<file path="src/rtl/mips_pkg.sv">
// mips_pkg: shared encodings and scoreboard entry type for the pipeline hazard controller
package mips_pkg;

    localparam int RA_W = 5;

    typedef enum logic [1:0] {
        FWD_RF    = 2'b00,
        FWD_EXMEM = 2'b01,
        FWD_MEMWB = 2'b10
    } fwd_e;

    typedef enum logic [1:0] {
        ST_RUN        = 2'b00,
        ST_MEM_WAIT   = 2'b01,
        ST_FLUSH_PEND = 2'b10
    } state_e;

    typedef struct packed {
        logic            v;
        logic [RA_W-1:0] dst;
        logic [RA_W-1:0] rs;
        logic [RA_W-1:0] rt;
        logic            reg_write;
        logic            mem_read;
    } sb_entry_t;

    // Nearest producer wins: the EX/MEM result is newer than the MEM/WB one.
    function automatic fwd_e fwd_sel(input sb_entry_t mem, input sb_entry_t wb, input logic [RA_W-1:0] src);
        return (mem.v && mem.reg_write && mem.dst != '0 && mem.dst == src) ? FWD_EXMEM :
               (wb.v && wb.reg_write && wb.dst != '0 && wb.dst == src)    ? FWD_MEMWB : FWD_RF;
    endfunction

    // A load in EX whose destination is read by the instruction in ID cannot be forwarded in time.
    function automatic logic load_use_hit(input sb_entry_t ex, input sb_entry_t id, input logic uses_rt);
        return id.v && ex.v && ex.mem_read && ex.dst != '0 &&
               (ex.dst == id.rs || (uses_rt && ex.dst == id.rt));
    endfunction

endpackage

</file>
<file path="src/rtl/hazard_scoreboard.sv">
// hazard_scoreboard: in-flight EX/MEM/WB destination tracking with forwarding and load-use detection
module hazard_scoreboard
    import mips_pkg::*;
(
    input  logic       clk,
    input  logic       reset,
    input  logic       adv_i,
    input  logic       kill_i,
    input  sb_entry_t  id_i,
    input  logic       id_uses_rt_i,
    output logic       load_use_o,
    output logic [1:0] fwd_a_o,
    output logic [1:0] fwd_b_o
);

    sb_entry_t ex_q, mem_q, wb_q;

    // Shift one stage per advance; a bubble or flush enters EX as an all-zero NOP
    always_ff @(posedge clk) begin
        if (reset) begin
            ex_q  <= '0;
            mem_q <= '0;
            wb_q  <= '0;
        end else if (adv_i) begin
            ex_q  <= kill_i ? '0 : id_i;
            mem_q <= ex_q;
            wb_q  <= mem_q;
        end
    end

    assign fwd_a_o    = fwd_sel(mem_q, wb_q, ex_q.rs);
    assign fwd_b_o    = fwd_sel(mem_q, wb_q, ex_q.rt);
    assign load_use_o = load_use_hit(ex_q, id_i, id_uses_rt_i);

endmodule

</file>
<file path="src/rtl/pipeline_hazard_ctrl.sv">
// pipeline_hazard_ctrl: stall/flush sequencing, memory wait handling and counters for a 5-stage MIPS pipeline
module pipeline_hazard_ctrl
    import mips_pkg::*;
#(
    parameter int CNT_W       = 16,
    parameter int MEM_TIMEOUT = 255
) (
    input  logic             clk,
    input  logic             reset,
    input  logic             id_valid,
    input  logic [RA_W-1:0]  id_rs,
    input  logic [RA_W-1:0]  id_rt,
    input  logic             id_uses_rt,
    input  logic [RA_W-1:0]  id_dst,
    input  logic             id_reg_write,
    input  logic             id_mem_read,
    input  logic             ex_branch_taken,
    input  logic             mem_req,
    input  logic             mem_ready,
    output logic             pc_en,
    output logic             if_id_en,
    output logic             if_id_flush,
    output logic             id_ex_bubble,
    output logic             ex_mem_en,
    output logic             mem_wb_en,
    output logic [1:0]       fwd_a,
    output logic [1:0]       fwd_b,
    output logic [CNT_W-1:0] stall_cycles,
    output logic [CNT_W-1:0] flush_count,
    output logic             mem_timeout
);

    localparam int WT_W = $clog2(MEM_TIMEOUT + 1);
    localparam logic [WT_W-1:0] WT_MAX = WT_W'(MEM_TIMEOUT);

    state_e          state_q, state_d;
    logic            pend_q, pend_d, tout_q, tout_d;
    logic [WT_W-1:0] wait_q, wait_d;
    logic [CNT_W-1:0] stall_q, stall_d, flush_q, flush_d;
    logic            hold, flush, lu_stall, load_use, br;
    sb_entry_t       id_ent;

    assign id_ent = '{v: id_valid, dst: id_dst, rs: id_rs, rt: id_rt,
                      reg_write: id_reg_write, mem_read: id_mem_read};

    hazard_scoreboard u_sb (
        .clk          (clk),
        .reset        (reset),
        .adv_i        (!hold),
        .kill_i       (flush || lu_stall),
        .id_i         (id_ent),
        .id_uses_rt_i (id_uses_rt),
        .load_use_o   (load_use),
        .fwd_a_o      (fwd_a),
        .fwd_b_o      (fwd_b)
    );

    // Next state: a memory stall outranks a flush (which is deferred), and a flush discards any load-use stall
    always_comb begin
        state_d  = state_q;
        pend_d   = pend_q;
        wait_d   = wait_q;
        hold     = 1'b0;
        flush    = 1'b0;
        lu_stall = 1'b0;
        br       = ex_branch_taken || state_q == ST_FLUSH_PEND;
        if (state_q != ST_MEM_WAIT) begin
            hold     = mem_req && !mem_ready;
            state_d  = hold ? ST_MEM_WAIT : ST_RUN;
            pend_d   = hold && br;
            wait_d   = WT_W'(1);
            flush    = !hold && br;
            lu_stall = !hold && !br && load_use;
        end else begin
            hold    = !mem_ready;
            pend_d  = pend_q || ex_branch_taken;
            state_d = hold ? ST_MEM_WAIT : pend_d ? ST_FLUSH_PEND : ST_RUN;
            wait_d  = (hold && wait_q != WT_MAX) ? wait_q + 1'b1 : wait_q;
        end
        tout_d  = tout_q || (hold && wait_d == WT_MAX);
        stall_d = (!pc_en && stall_q != '1) ? stall_q + 1'b1 : stall_q;
        flush_d = (flush && flush_q != '1) ? flush_q + 1'b1 : flush_q;
    end

    // State, pending-flush latch, wait timer and saturating counters
    always_ff @(posedge clk) begin
        if (reset) begin
            state_q <= ST_RUN;
            pend_q  <= 1'b0;
            wait_q  <= '0;
            tout_q  <= 1'b0;
            stall_q <= '0;
            flush_q <= '0;
        end else begin
            state_q <= state_d;
            pend_q  <= pend_d;
            wait_q  <= wait_d;
            tout_q  <= tout_d;
            stall_q <= stall_d;
            flush_q <= flush_d;
        end
    end

    assign pc_en        = !hold && !lu_stall;
    assign if_id_en     = !hold && !lu_stall;
    assign if_id_flush  = flush;
    assign id_ex_bubble = flush || lu_stall;
    assign ex_mem_en    = !hold;
    assign mem_wb_en    = !hold;
    assign stall_cycles = stall_q;
    assign flush_count  = flush_q;
    assign mem_timeout  = tout_q;

endmodule

</file>
<file path="config.mk">
export PLATFORM = sky130hd
export DESIGN_NAME = pipeline_hazard_ctrl
export DESIGN_NICKNAME = d
export VERILOG_FILES = /design/src/rtl/mips_pkg.sv /design/src/rtl/hazard_scoreboard.sv /design/src/rtl/pipeline_hazard_ctrl.sv
export SDC_FILE = /design/constraint.sdc
export NUM_CORES = 1
export LEC_CHECK = 0
export ABC_AREA = 1
export CAP_MARGIN = 20
export CORE_ASPECT_RATIO = 1.5
export CORE_MARGIN = 2
export CORE_UTILIZATION = 30
export CTS_CLUSTER_DIAMETER = 100
export DETAILED_ROUTE_END_ITERATION = 10
export PLACE_DENSITY = 0.6
export SLEW_MARGIN = 20
export SYNTH_ARGS = -nofsm -noshare
export SYNTH_HDL_FRONTEND = slang
export SYNTH_SLANG_ARGS = --single-unit
</file>
<file path="constraint.sdc">
create_clock -name clk -period 6.2 [get_ports clk]
set_clock_uncertainty 0.2 [all_clocks]
set_input_delay 1.55 -clock clk [delete_from_list [all_inputs] [get_ports clk]]
set_output_delay 1.55 -clock clk [all_outputs]
set_load 0.01 [all_outputs]
</file>
==> results of run 1 <==
cells in the final DEF, fill, tap and decap left out, types with 11 or more instances in the layout:
master	count
dfxtp_1	76
inv_1	66
a21oi_1	34
nor3_1	21
clkdlybuf4s50_1	66
nand2_1	128
xnor2_1	18
nand3_1	58
nor2_1	69
xor2_1	13
o21ai_0	29
nand4_1	11
power breakdown:
| part | total [mW] | internal (mW) | switching [mW] | leakage, nW |
|---|---|---|---|---|
| combinational | 0.123 | 0.0528 | 0.0700 | 1.25 |
| clock | 0.615 | 0.415 | 0.200 | 0.173 |
| sequential | 0.522 | 0.505 | 0.0171 | 0.619 |
synthesized netlist by cell type, types with 2 or more instances:
cell type    n  area [um2]
inv_2        5        18.8
nand4_1     11        68.8
a211oi_1     4        30.0
a31oi_1      2        12.5
xnor2_1     18         158
nor3_1      21         105
o21ai_1      8        40.0
clkbuf_1     6        22.5
o21ai_0     29         145
buf_6        2        22.5
a21oi_1     34         170
nand2_4      5        56.3
nand2_2      3        18.8
o311ai_0     2        17.5
inv_1       66         248
nor2_1      69         259
ha_1         3        37.5
buf_4        3        22.5
nand2_1    128         480
xor2_1      13         114
nor2_4       3        33.8
o22ai_1      3        18.8
or2_2        2        12.5
buf_2        5        25.0
dfxtp_1     76        1520
nand3_1     58         290
nor2_2       5        31.3
tightest hold or removal path, stage by stage, from the launching register on:
cell and delay (ns):
dfxtp_1 0.31, inv_1 0.05, a21oi_1 0.05
area by class of cell:
cell class	count	area, um2	share of cell area [%]
clock inverter	4	95.1	1.83
timing repair buffer	69	683	13.2
clock buffer	12	256	4.94
sequential	76	1520	29.3
tap	162	203	3.90
inverter	71	267	5.13
multi-input combinational	427	2170	41.7
state kept, by name, summed over array words and instances (netlist names):
| register | cells |
|---|---|
| state_q | 2 |
| flush_count | 16 |
| u_sb.mem_q | 7 |
| pend_q | 1 |
| u_sb.ex_q | 18 |
| stall_cycles | 16 |
| u_sb.wb_q | 7 |
| mem_timeout | 1 |
| wait_q | 8 |
metrics by stage:
stage | setup WS, ns | hold WS (ns) | cell area [um2] | instances | power [mW]
floorplan | 1.92 | 0.240 | 4050 | 590 | 0.608
global placement | 0.889 | 0.243 | 4840 | 805 | 0.655
detailed placement | 0.870 | 0.246 | 4840 | 805 | 0.657
CTS | 0.863 | 0.256 | 5190 | 821 | 1.28
global route | 0.757 | 0.291 | 5190 | 821 | 1.31
finish | 0.884 | 0.252 | 5190 | 821 | 1.26
routing by layer:
metal  vias to the layer above  share of wire, %  global-route usage [%]
met5                         -                 0                       0
met4                         0               2.6                    6.44
met3                        18               4.3                    3.40
met2                       103                53                    27.7
met1                      1778                40                    15.9
li1                       2040                 -                       -
cells by family (layout without fill, tap and decap cells):
kind of cell | after synthesis | in the layout | synth area share [%]
AOI/OAI and AO/OA | 84 | 84 | 11.1
xor gates and xnor gates | 31 | 31 | 6.71
adders and majority gates | 3 | 3 | 0.928
buffers and inverters | 87 | 156 | 8.87
DFF | 76 | 76 | 37.6
and+or+nand+nor | 309 | 309 | 34.8
how the worst max path moves through the flow:
stage	slack (ns)	depth (start not counted)	from	end
final	0.88	9	mem_ready	if_id_en
after global routing	0.76	9	mem_ready	if_id_en
after CTS	0.86	9	mem_ready	pc_en
after detailed placement	0.87	9	mem_ready	pc_en
after global placement	0.89	9	mem_ready	if_id_en
after floorplan	1.92	9	mem_ready	pc_en
==> run metrics, run 1 <==
status=completed; Syn. warnings=0; R2R Setup Slk=3.97 ns; Bufs and invs on worst path=4; startpoint type of the worst setup path=input port; CP Data Required Time=4.45 ns; Final nets=681; largest net degree at the start of global routing=36; Setup TNS=0 ns; worst-path cell chain=clkdlybuf4s50_1 -> inv_2 -> nand2_4 -> nand2_4 -> inv_2 -> nand3_1 -> nor2_2 -> a21oi_2 -> clkdlybuf4s50_1; die area=14500 um2; Setup crit end kind=output port; Pre-Repair DR Iteration Count=4; Detail Route Antenna Nets=0; Max Cap Viol=0; cts bufs inserted=9; Final HPWL DP=7970 um; r2r endpoint=flush_count[5]$_SDFFE_PP0P_; path depth of the worst reg2reg path=9; DRT Wirelength=10500 um; initial drt markers=150; Post-CTS Setup Bufs=0; Post-CTS Hold Buffers=0; syn_area_per_cell=6.86 um2; Worst path max stage delay=0.63 ns; H-Tree Depth=3; Area growth, synth to finish=28.3%; unrepaired setup endpoints after global routing=false; Worst-Margin Slew=0.770 ns; I/O pin total=67; Sink Count=76; crit-path max FO=10; Hold Path Cell Cnt=2; Starting Density=30.3%; grt total ovfl=0; period utilization=85.7%; post-synth cell types=33; Hold Crit Start=mem_timeout$_SDFF_PP0_; final setup vio count=0; Hold Path End=mem_timeout$_SDFF_PP0_; register area share after synthesis=37.6%; Syn Nets=617; GP Congestion=0.926; clock period minus worst slack=5.32 ns; via count=3939; Reg clk slew, reported paths=0.06 ns; DIE WIDTH=98.8 um; clk root buf=clkbuf_16; Seq cells post-synth=76; Filler cells=1398; maximum clock insertion buffer count=2; final core occ=38.9%; Post-synth EDFFs=0; Cell Pwr Density=243 nW/um2; Post-Synthesis Cell Area=4050 um2; DRC errors left=0; RR Startpoint=flush_count[0]$_SDFFE_PP0P_; leakage dissipation=2.05 nW; standard-cell rows=52; ys flop type=dfxtp_1; critical path's slowest cell=clkdlybuf4s50_1; clock latency on the worst-skew pair=0.33 ns; highest clock rate=188 MHz; WL/cell=12.8 um; final hold vios=0; initial antenna violation count=0; share of cells above drive strength 1=6.68%; async set-reset flop share out of synthesis=0%; CORE AREA=13300 um2; first-pass GRT wire length=17700 um; Tot GR Track Use=15.0%; Via-to-Cell Ratio=4.80; chip height=146 um; Arr. time, crit path=3.57 ns; post-synthesis instance total=590; Max VDD drop=0.139 mV; crit path kind=input port to output port; IO Port Bufs=66; Min-Delay Path Class=register to register; vias in the first global route=3843; CP delay by family, top=buffers and inverters; Max-slew headroom=48.6%; max-slew violation count=0; ANT cells=0; CTS tree=yes; post-cts sizing count=0
(Power assumes the default switching activity.)
==> run 2, diff against run 1 <==
Settings changed: REMOVE_ABC_BUFFERS set to 1.
==> run metrics, run 2 (same netlist as run 1, synthesis figures left out) <==
status=completed; WL/cell=12.5 um (-2.3%); Area growth, synth to finish=26.9%; share of cells above drive strength 1=6.68% (unchanged); ANT cells=0 (unchanged); path depth of the worst reg2reg path=9 (unchanged); CP Data Required Time=4.45 ns (about the same); initial antenna violation count=0 (unchanged); Via-to-Cell Ratio=4.84 (+0.86%); final setup vio count=0 (unchanged); Detail Route Antenna Nets=0 (unchanged); Cell Pwr Density=227 nW/um2 (-6.7%); Hold Path Cell Cnt=2 (unchanged); vias in the first global route=3980 (+3.6%); maximum clock insertion buffer count=2 (unchanged); flip-flop count of the largest register, all copies and words added=18 (unchanged); largest net degree at the start of global routing=36 (unchanged); clock latency on the worst-skew pair=0.33 ns (about the same); Reg clk slew, reported paths=0.06 ns (about the same); Max Cap Viol=0 (unchanged); Starting Density=30.3% (unchanged); via count=3973 (+0.86%); clock share of power=44.6% (-4.2 points); Sw Ratio=25.2% (+2.4 points); cell area after layout=5130 um2 (-1.1%); final hold vios=0 (unchanged); startpoint type of the worst setup path=input port; Arr. time, crit path=3.51 ns (-0.06 ns); post-cts sizing count=0 (unchanged); Sink Count=76 (unchanged); Final nets=681 (unchanged); H-Tree Depth=3 (unchanged); CORE AREA=13300 um2 (unchanged); most frequent cells in the layout=128 x nand2_1, 76 x dfxtp_1, 69 x nor2_1; highest clock rate=190 MHz (+1.1%); Final HPWL DP=7830 um (-1.7%); GP Congestion=0.877 (-5.3%); I/O pin total=67 (unchanged); crit-path max FO=10 (unchanged); Max VDD drop=0.136 mV (-2.5%); crit path kind=input port to output port; Tot GR Track Use=14.9% (-0.073 points); initial drt markers=136 (-9.3%); sequential share of power=44.9% (+3.4 points); leakage dissipation=2.02 nW (-1.5%); Post-CTS Hold Buffers=0 (unchanged); unrepaired setup endpoints after global routing=false; Worst-Margin Slew=0.786 ns (+0.0161 ns); Setup TNS=0 ns (unchanged); dpl cell area=4840 um2 (unchanged); Power Internal=0.870 mW (-11%); standard-cell rows=52 (unchanged); Max-slew headroom=47.5% (-1.1 points); Post-CTS Setup Bufs=0 (unchanged); clk root buf=clkbuf_16; DRC errors left=0 (unchanged); commonest non-fill, non-tap cell in the layout=nand2_1; Net Switching=0.293 mW (+2.0%); cts bufs inserted=9 (unchanged); CTS tree=yes; clock period minus worst slack=5.26 ns (-0.0577 ns); DIE WIDTH=98.8 um (unchanged); DRT Wirelength=10300 um (-2.3%); period utilization=84.8% (-0.93 points); IO Port Bufs=66 (unchanged); grt total ovfl=0 (unchanged); die area=14500 um2 (unchanged); Min-Delay Path Class=register to register; first-pass GRT wire length=17500 um (-1.1%); max-slew violation count=0 (unchanged); R2R Setup Slk=3.97 ns (about the same); Biggest register=u_sb.ex_q; Pre-Repair DR Iteration Count=4 (unchanged); chip height=146 um (unchanged); Setup crit end kind=output port; combinational power share=10.4% (+0.7 points)
-- run 2: layout make-up --
type	instances	area, um2
Fill cell	1411	8200
Multi-Input combinational cell	427	2170
Sequential cell	76	1520
Timing Repair Buffer	69	683
Inverter	71	267
Clock buffer	10	229
Tap cell	162	203
Clock inverter	6	65.1
-- run 2: power groups by stage --
stage / registers [mW] / logic [mW] / clock network (mW)
after floorplan: 0.530 / 0.0702 / 0
after global routing: 0.525 / 0.136 / 0.553
after CTS: 0.523 / 0.123 / 0.534
final: 0.523 / 0.121 / 0.519
after global placement: 0.533 / 0.121 / 0
after detailed placement: 0.533 / 0.122 / 0
-- run 2: path summary, 6_finish.rpt --
check / start / to
worst max register to register: flush_count[0]$_SDFFE_PP0P_ / flush_count[5]$_SDFFE_PP0P_
worst max-delay path: mem_ready / if_id_en
worst min-delay path: mem_timeout$_SDFF_PP0_ / mem_timeout$_SDFF_PP0_
worst min register to register: mem_timeout$_SDFF_PP0_ / mem_timeout$_SDFF_PP0_
-- run 2: critical path: stages --
cell	delay, ns
clkdlybuf4s50_1	0.50
inv_2	0.21
nand2_4	0.07
nand2_4	0.08
inv_2	0.04
nand3_1	0.09
nor2_2	0.06
a21oi_2	0.31
clkdlybuf4s50_1	0.60
-- run 2: routing by layer --
layer / wire, um / part of all wire, % / vias up / GRT usage, %
met5: 0 / 0 / - / 0
met1: 4110 / 40 / 1800 / 15.6
met2: 5470 / 53 / 97 / 27.5
met4: 405 / 3.9 / 0 / 8.77
met3: 315 / 3.1 / 34 / 2.15
li1: - / - / 2042 / -
-- run 2: metrics by stage --
| step | setup WS [ns] | power (mW) | cells | utilization [%] | hold WS [ns] |
|---|---|---|---|---|---|
| 3_5_place_dp | 0.931 | 0.656 | 805 | 36.3 | 0.255 |
| 4_1_cts | 0.917 | 1.18 | 821 | 38.5 | 0.264 |
| 3_3_place_gp | 0.951 | 0.653 | 805 | 36.3 | 0.239 |
| 2_1_floorplan | 1.66 | 0.600 | 574 | - | 0.238 |
| 6_report | 0.942 | 1.16 | 821 | 38.5 | 0.255 |
| 5_1_grt | 0.843 | 1.21 | 821 | 38.5 | 0.311 |
